$ cat src/rtl/jump_input_conditioner.sv
// jump_input_conditioner: synchronises and debounces the start/jump buttons, emits a start pulse,
// and holds a jump request until it is acknowledged or times out.
module jump_input_conditioner #(
    parameter int DEBOUNCE_CYCLES = 500000,
    parameter int HOLD_CYCLES     = 12500000
) (
    input  logic       CLOCK_50,
    input  logic       resetn,
    input  logic       key_start_n,
    input  logic       key_jump_n,
    input  logic       jump_ack,
    output logic       start_pulse,
    output logic       jump_req,
    output logic [7:0] press_count
);
    localparam int CW = $clog2(DEBOUNCE_CYCLES);
    localparam int HW = HOLD_CYCLES > 1 ? $clog2(HOLD_CYCLES) : 1;

    typedef enum logic [1:0] {IDLE, REQ, WAIT_REL} state_t;

    // Bit 0 is the start key, bit 1 the jump key; all key state is active-low like the buttons.
    logic [1:0]         raw;
    logic [1:0]         meta_q, sync_q, stable_q, stable_d, stable_dly_q, press;
    logic [1:0][CW-1:0] cnt_q, cnt_d;
    state_t             state_q, state_d;
    logic [HW-1:0]      hold_q, hold_d;
    logic               start_pulse_q, jump_req_q;
    logic [7:0]         press_count_q, press_count_d;

    assign raw   = {key_jump_n, key_start_n};
    assign press = stable_dly_q & ~stable_q;

    always_comb begin
        for (int k = 0; k < 2; k++) begin
            stable_d[k] = stable_q[k];
            cnt_d[k]    = '0;
            if (sync_q[k] != stable_q[k]) begin
                if (cnt_q[k] == CW'(DEBOUNCE_CYCLES - 1))
                    stable_d[k] = sync_q[k];
                else
                    cnt_d[k] = cnt_q[k] + 1'b1;
            end
        end
    end

    always_comb begin
        state_d       = state_q;
        hold_d        = hold_q;
        press_count_d = press_count_q + {7'd0, press[1]};
        case (state_q)
            IDLE: begin
                if (press[1]) begin
                    state_d = REQ;
                    hold_d  = HW'(HOLD_CYCLES - 1);
                end
            end
            REQ: begin
                if (jump_ack || hold_q == '0)
                    state_d = WAIT_REL;
                else
                    hold_d = hold_q - 1'b1;
            end
            WAIT_REL: state_d = stable_q[1] ? IDLE : WAIT_REL;
            default:  state_d = IDLE;
        endcase
    end

    // Debounced keys reset to "pressed" so a key held through reset never yields an event.
    always_ff @(posedge CLOCK_50 or negedge resetn) begin
        if (!resetn) begin
            meta_q        <= '1;
            sync_q        <= '1;
            stable_q      <= '0;
            stable_dly_q  <= '0;
            cnt_q         <= '0;
            state_q       <= WAIT_REL;
            hold_q        <= '0;
            start_pulse_q <= 1'b0;
            jump_req_q    <= 1'b0;
            press_count_q <= '0;
        end else begin
            meta_q        <= raw;
            sync_q        <= meta_q;
            stable_q      <= stable_d;
            stable_dly_q  <= stable_q;
            cnt_q         <= cnt_d;
            state_q       <= state_d;
            hold_q        <= hold_d;
            start_pulse_q <= press[0];
            jump_req_q    <= state_d == REQ;
            press_count_q <= press_count_d;
        end
    end

    assign start_pulse = start_pulse_q;
    assign jump_req    = jump_req_q;
    assign press_count = press_count_q;
endmodule
$ cat config.mk
export PLATFORM = sky130hd
export DESIGN_NAME = jump_input_conditioner
export DESIGN_NICKNAME = d
export VERILOG_FILES = /design/src/rtl/jump_input_conditioner.sv
export SDC_FILE = /design/constraint.sdc
export NUM_CORES = 1
export LEC_CHECK = 0
export ABC_AREA = 1
export CAP_MARGIN = 20
export CORE_MARGIN = 1
export CORE_UTILIZATION = 26
export DETAILED_ROUTE_END_ITERATION = 8
export HOLD_SLACK_MARGIN = 0.02
export PLACE_DENSITY = 0.52
export SYNTH_ARGS = -nofsm -noshare
export SYNTH_HDL_FRONTEND = slang
export SYNTH_SLANG_ARGS = --single-unit
$ cat constraint.sdc
create_clock -name CLOCK_50 -period 2.4 [get_ports CLOCK_50]
set_input_delay 0.48 -clock CLOCK_50 [delete_from_list [all_inputs] [get_ports CLOCK_50]]
set_output_delay 0.48 -clock CLOCK_50 [all_outputs]
set_load 0.05 [all_outputs]
Word level (Yosys, flattened, before mapping)
Cells that the tools add are included.
Widths: inputs -> output; s select.
{"block": "classes", "add_sub_neg": 4, "eq_ne": 9, "mux": 11, "bitwise_logic": 2, "reduce_logical": 7}
{"op": "$mux 19", "n": 4}
{"op": "$mux 24", "n": 2}
{"op": "$pmux 24 s2", "n": 1}
{"op": "$add 19x1->19 const B", "n": 2}
{"op": "$eq 19x19->1 const B", "n": 2}
{"op": "$logic_not 24->1", "n": 1}
{"op": "$sub 24x1->24 const B", "n": 1}
{"op": "$add 8x1->8", "n": 1}
{"op": "$mux 2", "n": 3}
{"op": "$pmux 2 s3", "n": 1}
{"op": "$eq 2x1->1 const B", "n": 2}
{"op": "$ne 2x2->1 const B", "n": 2}
{"op": "$reduce_and 2->1", "n": 2}
{"op": "$reduce_and 3->1", "n": 1}
{"op": "$and 2x2->2", "n": 1}
{"op": "$eq 2x2->1 const B", "n": 1}
{"op": "$logic_not 2->1", "n": 1}
{"op": "$ne 1x1->1", "n": 2}
{"op": "$not 2->2", "n": 1}
{"op": "$reduce_bool 2->1", "n": 1}
{"op": "$logic_or 1x1->1", "n": 1}
{"block": "word_totals", "ff_bits": 82, "in_bits": 5, "elab_cells": 45}

Depth between registers and ports, before layout
Gate-level depths: netlist (run 1).
{"block": "depth", "ltp_word": 5, "mapped_depth": 11, "ltp_nobuf": 10}

Worst setup path after synthesis (run 1)
No wires, ideal clock.
{"block": "synth_path", "path_kind": "register to register", "from": "register hold_q[0]", "to": "register hold_q[13]", "arrival_ns": 1.549, "required_time_ns": 2.283, "setup_slack_ns": 0.734, "path_stages_with_launch": 12, "path_buffers": 2, "cell_sequence": "dfrtp_1 -> inv_1 -> ha_1 -> nand2_2 -> nor2_4 -> nand3_2 -> nand3_2 -> nand2_2 -> buf_6 -> buf_6 -> nand2_1 -> nand2_1"}
{"block": "synth_between", "elab_chain_cells": 4, "elab_cells_between_ends": 7, "classes_between": "add/sub: 1; eq/ne: 1; mux: 2; reduce/logical: 3"}
{"item": "start, declared", "line_no": "26", "text": "logic [HW-1:0] hold_q, hold_d;"}
{"item": "start signal, assigned", "line_no": "88", "text": "hold_q <= hold_d;"}
{"item": "parallel branches: the longest is 4 deep, another holds $sub 24x1->24"}
Parallel ways; which one is timed is not known. The select of a mux whose other input is x is not followed.
A chain may end at the register's enable or synchronous reset.

Worst setup path in the final report (run 1)
{"block": "layout_path", "from": "register press_count_q[2] (netlist: press_count[2])", "to": "output press_count[2]"}
{"item": "start, declared", "line_no": "28", "text": "logic [7:0] press_count_q, press_count_d;"}
{"item": "start signal, assigned", "line_no": "91", "text": "press_count_q <= press_count_d;"}
{"item": "end, declared", "line_no": "14", "text": "output logic [7:0] press_count"}
No word-level cell between the ends.

==> impl_metrics.json, run 1 <==
{
  "slew_headroom_pct": 62.65,
  "fillers": 1873,
  "holdBufCountCts": 0,
  "worst_pin_slew_ns": 0.5585,
  "hold_slack_ns": 0.1570,
  "first_pass_iters": 4,
  "cp_top_family": "buffers and inverters",
  "post-cts-setup-buffer-count": 0,
  "syn-cell-area_um2": 4589,
  "yosysTopAreaCell": "dfrtp_1",
  "syn_nets": 642,
  "via_count": 3869,
  "die_w_um": 134.9,
  "leakage_nw": 2.308,
  "start_kind": "register",
  "diodes": 0,
  "grt_max_degree": 83,
  "path_clk_slew_ns": 0.07,
  "wl_per_cell_um": 11.85,
  "tns_ns": 0,
  "final-setup-viol-count": 0,
  "ys_ff_latch": 82,
  "final_nets": 664,
  "worst-path-buf-inv": 1,
  "cts_max_path_buffers": 2,
  "rsz0062_at_grt": "false",
  "cp-end-kind": "output pin",
  "hold_viol_final": 0,
  "portBuffers": 14,
  "slowest_stage": "clkdlybuf4s50_1",
  "synth_cell_types": 28,
  "num_rows": 48,
  "irDropWorstVdd_mv": 0.3013,
  "cts_buffers": 9,
  "yosys-top-cells-area": "dfrtp_1, nand2_1, nor2_1",
  "cts_resized": 0,
  "avgSynthCellArea_um2": 7.262,
  "area_growth_pct": 16.09,
  "ctsRootBufferMaster": "clkbuf_16",
  "yosys_warnings": 0,
  "dpl.cell_count": 868,
  "cts_tree": "built",
  "worstSetupPathType": "reg -> out",
  "clk_latency_ns": 0.35,
  "fmaxAchievable_mhz": 486.1,
  "powerDensity_nw_per_um2": 541.9,
  "via_per_inst": 4.377,
  "register_area_um2": 2058,
  "cpPeakStageDelay_ns": 0.82,
  "worstPathRequired_ns": 1.92,
  "routabilityCongestion": 0.8545,
  "drive_above_1_share_pct": 6.829,
  "min_path_type": "in -> async",
  "start_util_pct": 26.53,
  "grt_first_pass_wirelength_mm": 18.46,
  "synth_seq_area_share_pct": 44.85,
  "multiInputGateArea_um2": 2182,
  "synth_top_area_share_pct": 41.98,
  "finalCritPeriodShare_pct": 85.72,
  "path_max_fanout": 4,
  "layout_min_cycle_time_ns": 2.057,
  "gr-total-overflow": 0,
  "max_cap_violations": 0,
  "dp_hpwl_mm": 7.492,
  "htree_levels": 3,
  "final_antenna_net_count": 0,
  "grtUsageTotal_pct": 12.89,
  "fin_cells": 884,
  "core_um2": 17300,
  "ioPinCount": 15,
  "die-area_um2": 18190,
  "status": "completed",
  "dr.first_iter.drc_count": 309,
  "final.setup_skew_ns": 0.008598,
  "arrival_ns": 1.58,
  "maxSlewViolCount": 0,
  "wirelength_mm": 10.47,
  "grt_pass1_vias": 3751,
  "grt_antenna_before_repair": 0,
  "worstPathCellList": "clkdlybuf4s50_1",
  "die_y_um": 134.9,
  "drc": 0,
  "synth_cells": 632,
  "cts_sinks": 82
}
==> synthesized netlist by cell type (all sizes together) <==
cell type    n
a21oi        6
and3         1
buf          4
clkbuf       5
dfrtp       77
dfstp        5
ha           5
inv         79
nand2      156
nand3       65
nand3b       5
nand4       22
nor2       133
nor3        20
nor3b        1
o21a         1
o21ai       22
o31ai        1
xnor2        3
xor2        21
==> stage by stage <==
| step | cell area (µm²) | utilization, % | setup slack, ns | power (mW) |
|---|---|---|---|---|
| floorplan | 4589 | - | 0.7343 | 1.459 |
| global placement | 5026 | 29.06 | 0.4972 | 1.510 |
| detailed placement | 5026 | 29.06 | 0.4340 | 1.510 |
| CTS | 5328 | 30.80 | 0.3123 | 2.941 |
| global route | 5328 | 30.80 | 0.2285 | 3.006 |
| finish | 5328 | 30.80 | 0.3427 | 2.887 |
==> cell families (layout without fill, tap and decap cells) <==
group / Yosys count / after routing / share of synthesized area [%]
simple gates: 403 / 403 / 38.22
buf+inv: 88 / 115 / 7.606
flops: 82 / 82 / 44.85
compound gates: 30 / 30 / 3.381
xor+xnor: 24 / 24 / 4.580
fa+ha+maj: 5 / 5 / 1.363
==> worst paths after layout <==
path / start / end / slack (ns) / depth (start not counted)
max in group asynchronous: resetn / sync_q[1] / 1.88 / 2
max reg2reg: hold_q[0] / hold_q[1] / 0.42 / 10
max: press_count[2] / press_count[2] / 0.34 / 1
min reg2reg: meta_q[0] / sync_q[0] / 0.36 / 0
min: resetn / cnt_q[4] / 0.16 / 2
min in group CLOCK_50: meta_q[0] / sync_q[0] / 0.36 / 0
==> power by group <==
part	switching, mW	internal (mW)	leakage (nW)
clock network	0.595	0.813	0.142
logic	0.0515	0.0199	1.05
registers	0.0118	1.40	1.12
total	0.658	2.23	2.31
==> flip-flops by register name, summed over array words and instances (netlist names) <==
signal,count
sync_q,2
jump_req,1
state_q,2
stable_dly_q,2
press_count,8
hold_q,24
cnt_q,38
stable_q,2
start_pulse,1
meta_q,2
==> per-layer routing <==
layer / share of wire (%) / global-route usage [%] / up-vias
met5: 0 / 0 / -
met4: 1.9 / 5.306 / 0
met3: 3.1 / 2.890 / 17
met2: 45 / 19.39 / 51
met1: 50 / 17.78 / 1750
li1: - / - / 2051
==> cell type report <==
class	instances	area share (%)
timing repair buffer	20	3.899
clock buffer	9	4.227
clock inverter	7	1.433
tap	225	5.284
inverter	79	5.566
sequential	82	38.63
multi-input combinational	462	40.96
==> layout by cell type (no fill, tap or decap), types with 3 or more instances in the layout <==
cell type        count
inv_1               76
nand3b_1             5
dfrtp_1             77
inv_2                3
dfstp_2              5
o21ai_0             22
nor3_1              18
clkdlybuf4s50_1     13
a21oi_1              6
xor2_1              21
nor2_1             125
nor2_2               6
clkbuf_16            9
nand4_1             22
nand3_1             63
ha_1                 5
xnor2_1              3
buf_4                5
nand2_1            154
Note: power is estimated with default switching activity, not from simulation.
==> run 2, diff against run 1 <==
--- a/config.mk
+++ b/config.mk
@@ -8,10 +8,10 @@
 export ABC_AREA = 1
 export CAP_MARGIN = 20
 export CORE_MARGIN = 1
-export CORE_UTILIZATION = 26
+export CORE_UTILIZATION = 50
 export DETAILED_ROUTE_END_ITERATION = 8
 export HOLD_SLACK_MARGIN = 0.02
-export PLACE_DENSITY = 0.52
+export PLACE_DENSITY = 0.79
 export SYNTH_ARGS = -nofsm -noshare
 export SYNTH_HDL_FRONTEND = slang
 export SYNTH_SLANG_ARGS = --single-unit
==> run 2 against run 1 <==
Clock skew increased by 0.0057 ns. Critical path depth unchanged. Sequential share of layout area increased by 1.9 points. Largest cell class unchanged. Die area decreased by 47%. Sequential power about the same.
==> impl_metrics.json, run 2 (synthesis gave the netlist of run 1 again) <==
{
  "status": "completed",
  "p_int_mw": 1.902,
  "seqPwrFrac_pct": 56.4,
  "start_kind": "register",
  "hold_viol_final": 0,
  "start_util_pct": 52.12,
  "portBuffers": 14,
  "p_comb_share_pct": 2.9,
  "grt_pass1_vias": 3933,
  "final.setup_skew_ns": 0.01434,
  "largest_register_ffs": 38,
  "htree_levels": 3,
  "final-setup-viol-count": 0,
  "leakage_nw": 2.272,
  "max_cap_violations": 0,
  "dr.first_iter.drc_count": 249,
  "worstSetupPathType": "reg -> out",
  "num_rows": 34,
  "cts_resized": 0,
  "routabilityCongestion": 0.8994,
  "cpPeakStageDelay_ns": 0.85,
  "drive_above_1_share_pct": 6.959,
  "drc": 0,
  "gr-total-overflow": 0,
  "finalCritPeriodShare_pct": 88.15,
  "final_area_um2": 5076,
  "min_path_type": "in -> async",
  "worstPathRequired_ns": 1.92,
  "rsz0062_at_grt": "false",
  "irDropWorstVdd_mv": 0.4117,
  "power_switching_uw": 590.0,
  "powerDensity_nw_per_um2": 490.9,
  "holdBufCountCts": 0,
  "diodes": 0,
  "critPathLaunch": "press_count[2]",
  "dp_hpwl_mm": 7.390,
  "fmaxAchievable_mhz": 472.7,
  "clkPwrFrac_pct": 40.7,
  "dpl_cell_area_um2": 4882,
  "layout_min_cycle_time_ns": 2.116,
  "die-area_um2": 9566,
  "first_pass_iters": 5,
  "cts_max_path_buffers": 2,
  "worst-path-buf-inv": 1,
  "hold_slack_ns": 0.05476,
  "cp-end-kind": "output pin",
  "grt_antenna_before_repair": 0,
  "worst_pin_slew_ns": 0.5212,
  "die_y_um": 97.81,
  "timing.rr.start": "hold_q[0]",
  "slew_headroom_pct": 65.14,
  "final_cell_mix": "nand2_1, nor2_1, dfrtp_1",
  "grtUsageTotal_pct": 22.58,
  "path_max_fanout": 4,
  "maxSlewViolCount": 0,
  "power_mw": 2.492,
  "final_antenna_net_count": 0,
  "tns_ns": 0,
  "area_growth_pct": 10.61,
  "arrival_ns": 1.64,
  "die_w_um": 97.81,
  "path_clk_slew_ns": 0.08,
  "worstPathCellList": "clkdlybuf4s50_1",
  "cts_buffers": 9,
  "via_count": 4141,
  "cp_top_family": "buffers and inverters",
  "largest_register": "cnt_q",
  "post-cts-setup-buffer-count": 0,
  "cts_tree": "built",
  "cts_sinks": 82,
  "ioPinCount": 15,
  "final_common_cell": "nand2_1",
  "grt_first_pass_wirelength_mm": 17.49,
  "final_nets": 666,
  "grt_max_degree": 33,
  "clk_latency_ns": 0.36,
  "wirelength_mm": 10.09,
  "slowest_stage": "clkdlybuf4s50_1",
  "core_um2": 8806,
  "via_per_inst": 5.385,
  "ctsRootBufferMaster": "clkbuf_8",
  "wl_per_cell_um": 13.11,
  "switching_share_pct": 23.68
}
-- run 2: worst register-to-register path, cell delays in order, from the launching register on --
cell and delay, ns:
dfrtp_1 0.40, inv_1 0.13, ha_1 0.26, nand2_2 0.13
nor2_4 0.19, nand3_2 0.12, nand3_2 0.09, nand2_2 0.14
buf_12 0.20, o21ai_0 0.19
-- run 2: final cells by class --
cell class / count / area (µm²)
fill: 820 / 3730
multi-input combinational: 462 / 2182
sequential: 82 / 2058
inverter: 79 / 296.5
timing repair buffer: 22 / 210.2
tap: 108 / 135.1
clock buffer: 10 / 127.6
clock inverter: 6 / 66.31
-- run 2: worst paths after layout --
check	end	slack, ns	cells past startpoint
max	press_count[2]	0.28	1
min	cnt_q[11]	0.05	1
max reg2reg	hold_q[1]	0.46	9
min reg2reg	sync_q[1]	0.36	0
max in group asynchronous	sync_q[0]	1.62	2
min in group CLOCK_50	sync_q[1]	0.36	0
-- run 2: power groups by stage --
stage               Combinational, mW  Clock (mW)  Sequential, mW
floorplan                      0.0279           0            1.43
global placement               0.0737           0            1.43
detailed placement             0.0751           0            1.43
CTS                            0.0754        1.04            1.41
global route                   0.0853        1.09            1.41
finish                         0.0724        1.01            1.41
-- run 2: routing by layer --
layer	GRT usage (%)	share of wire, %	vias up	wire length, µm
met5	0	0	-	0
met4	6.061	1.3	0	134
met3	4.653	4.7	14	475
met2	37.97	48	115	4854
met1	29.80	46	1966	4621
li1	-	-	2046	-
-- run 2: per-stage QoR --
step                      setup slack [ns]  util [%]  cells
after global placement              0.5610     55.44    753
after CTS                           0.2537     57.64    769
final                               0.2844     57.64    769
after floorplan                     0.7343         -    632
after detailed placement            0.4886     55.44    753
after global routing                0.2318     57.64    769
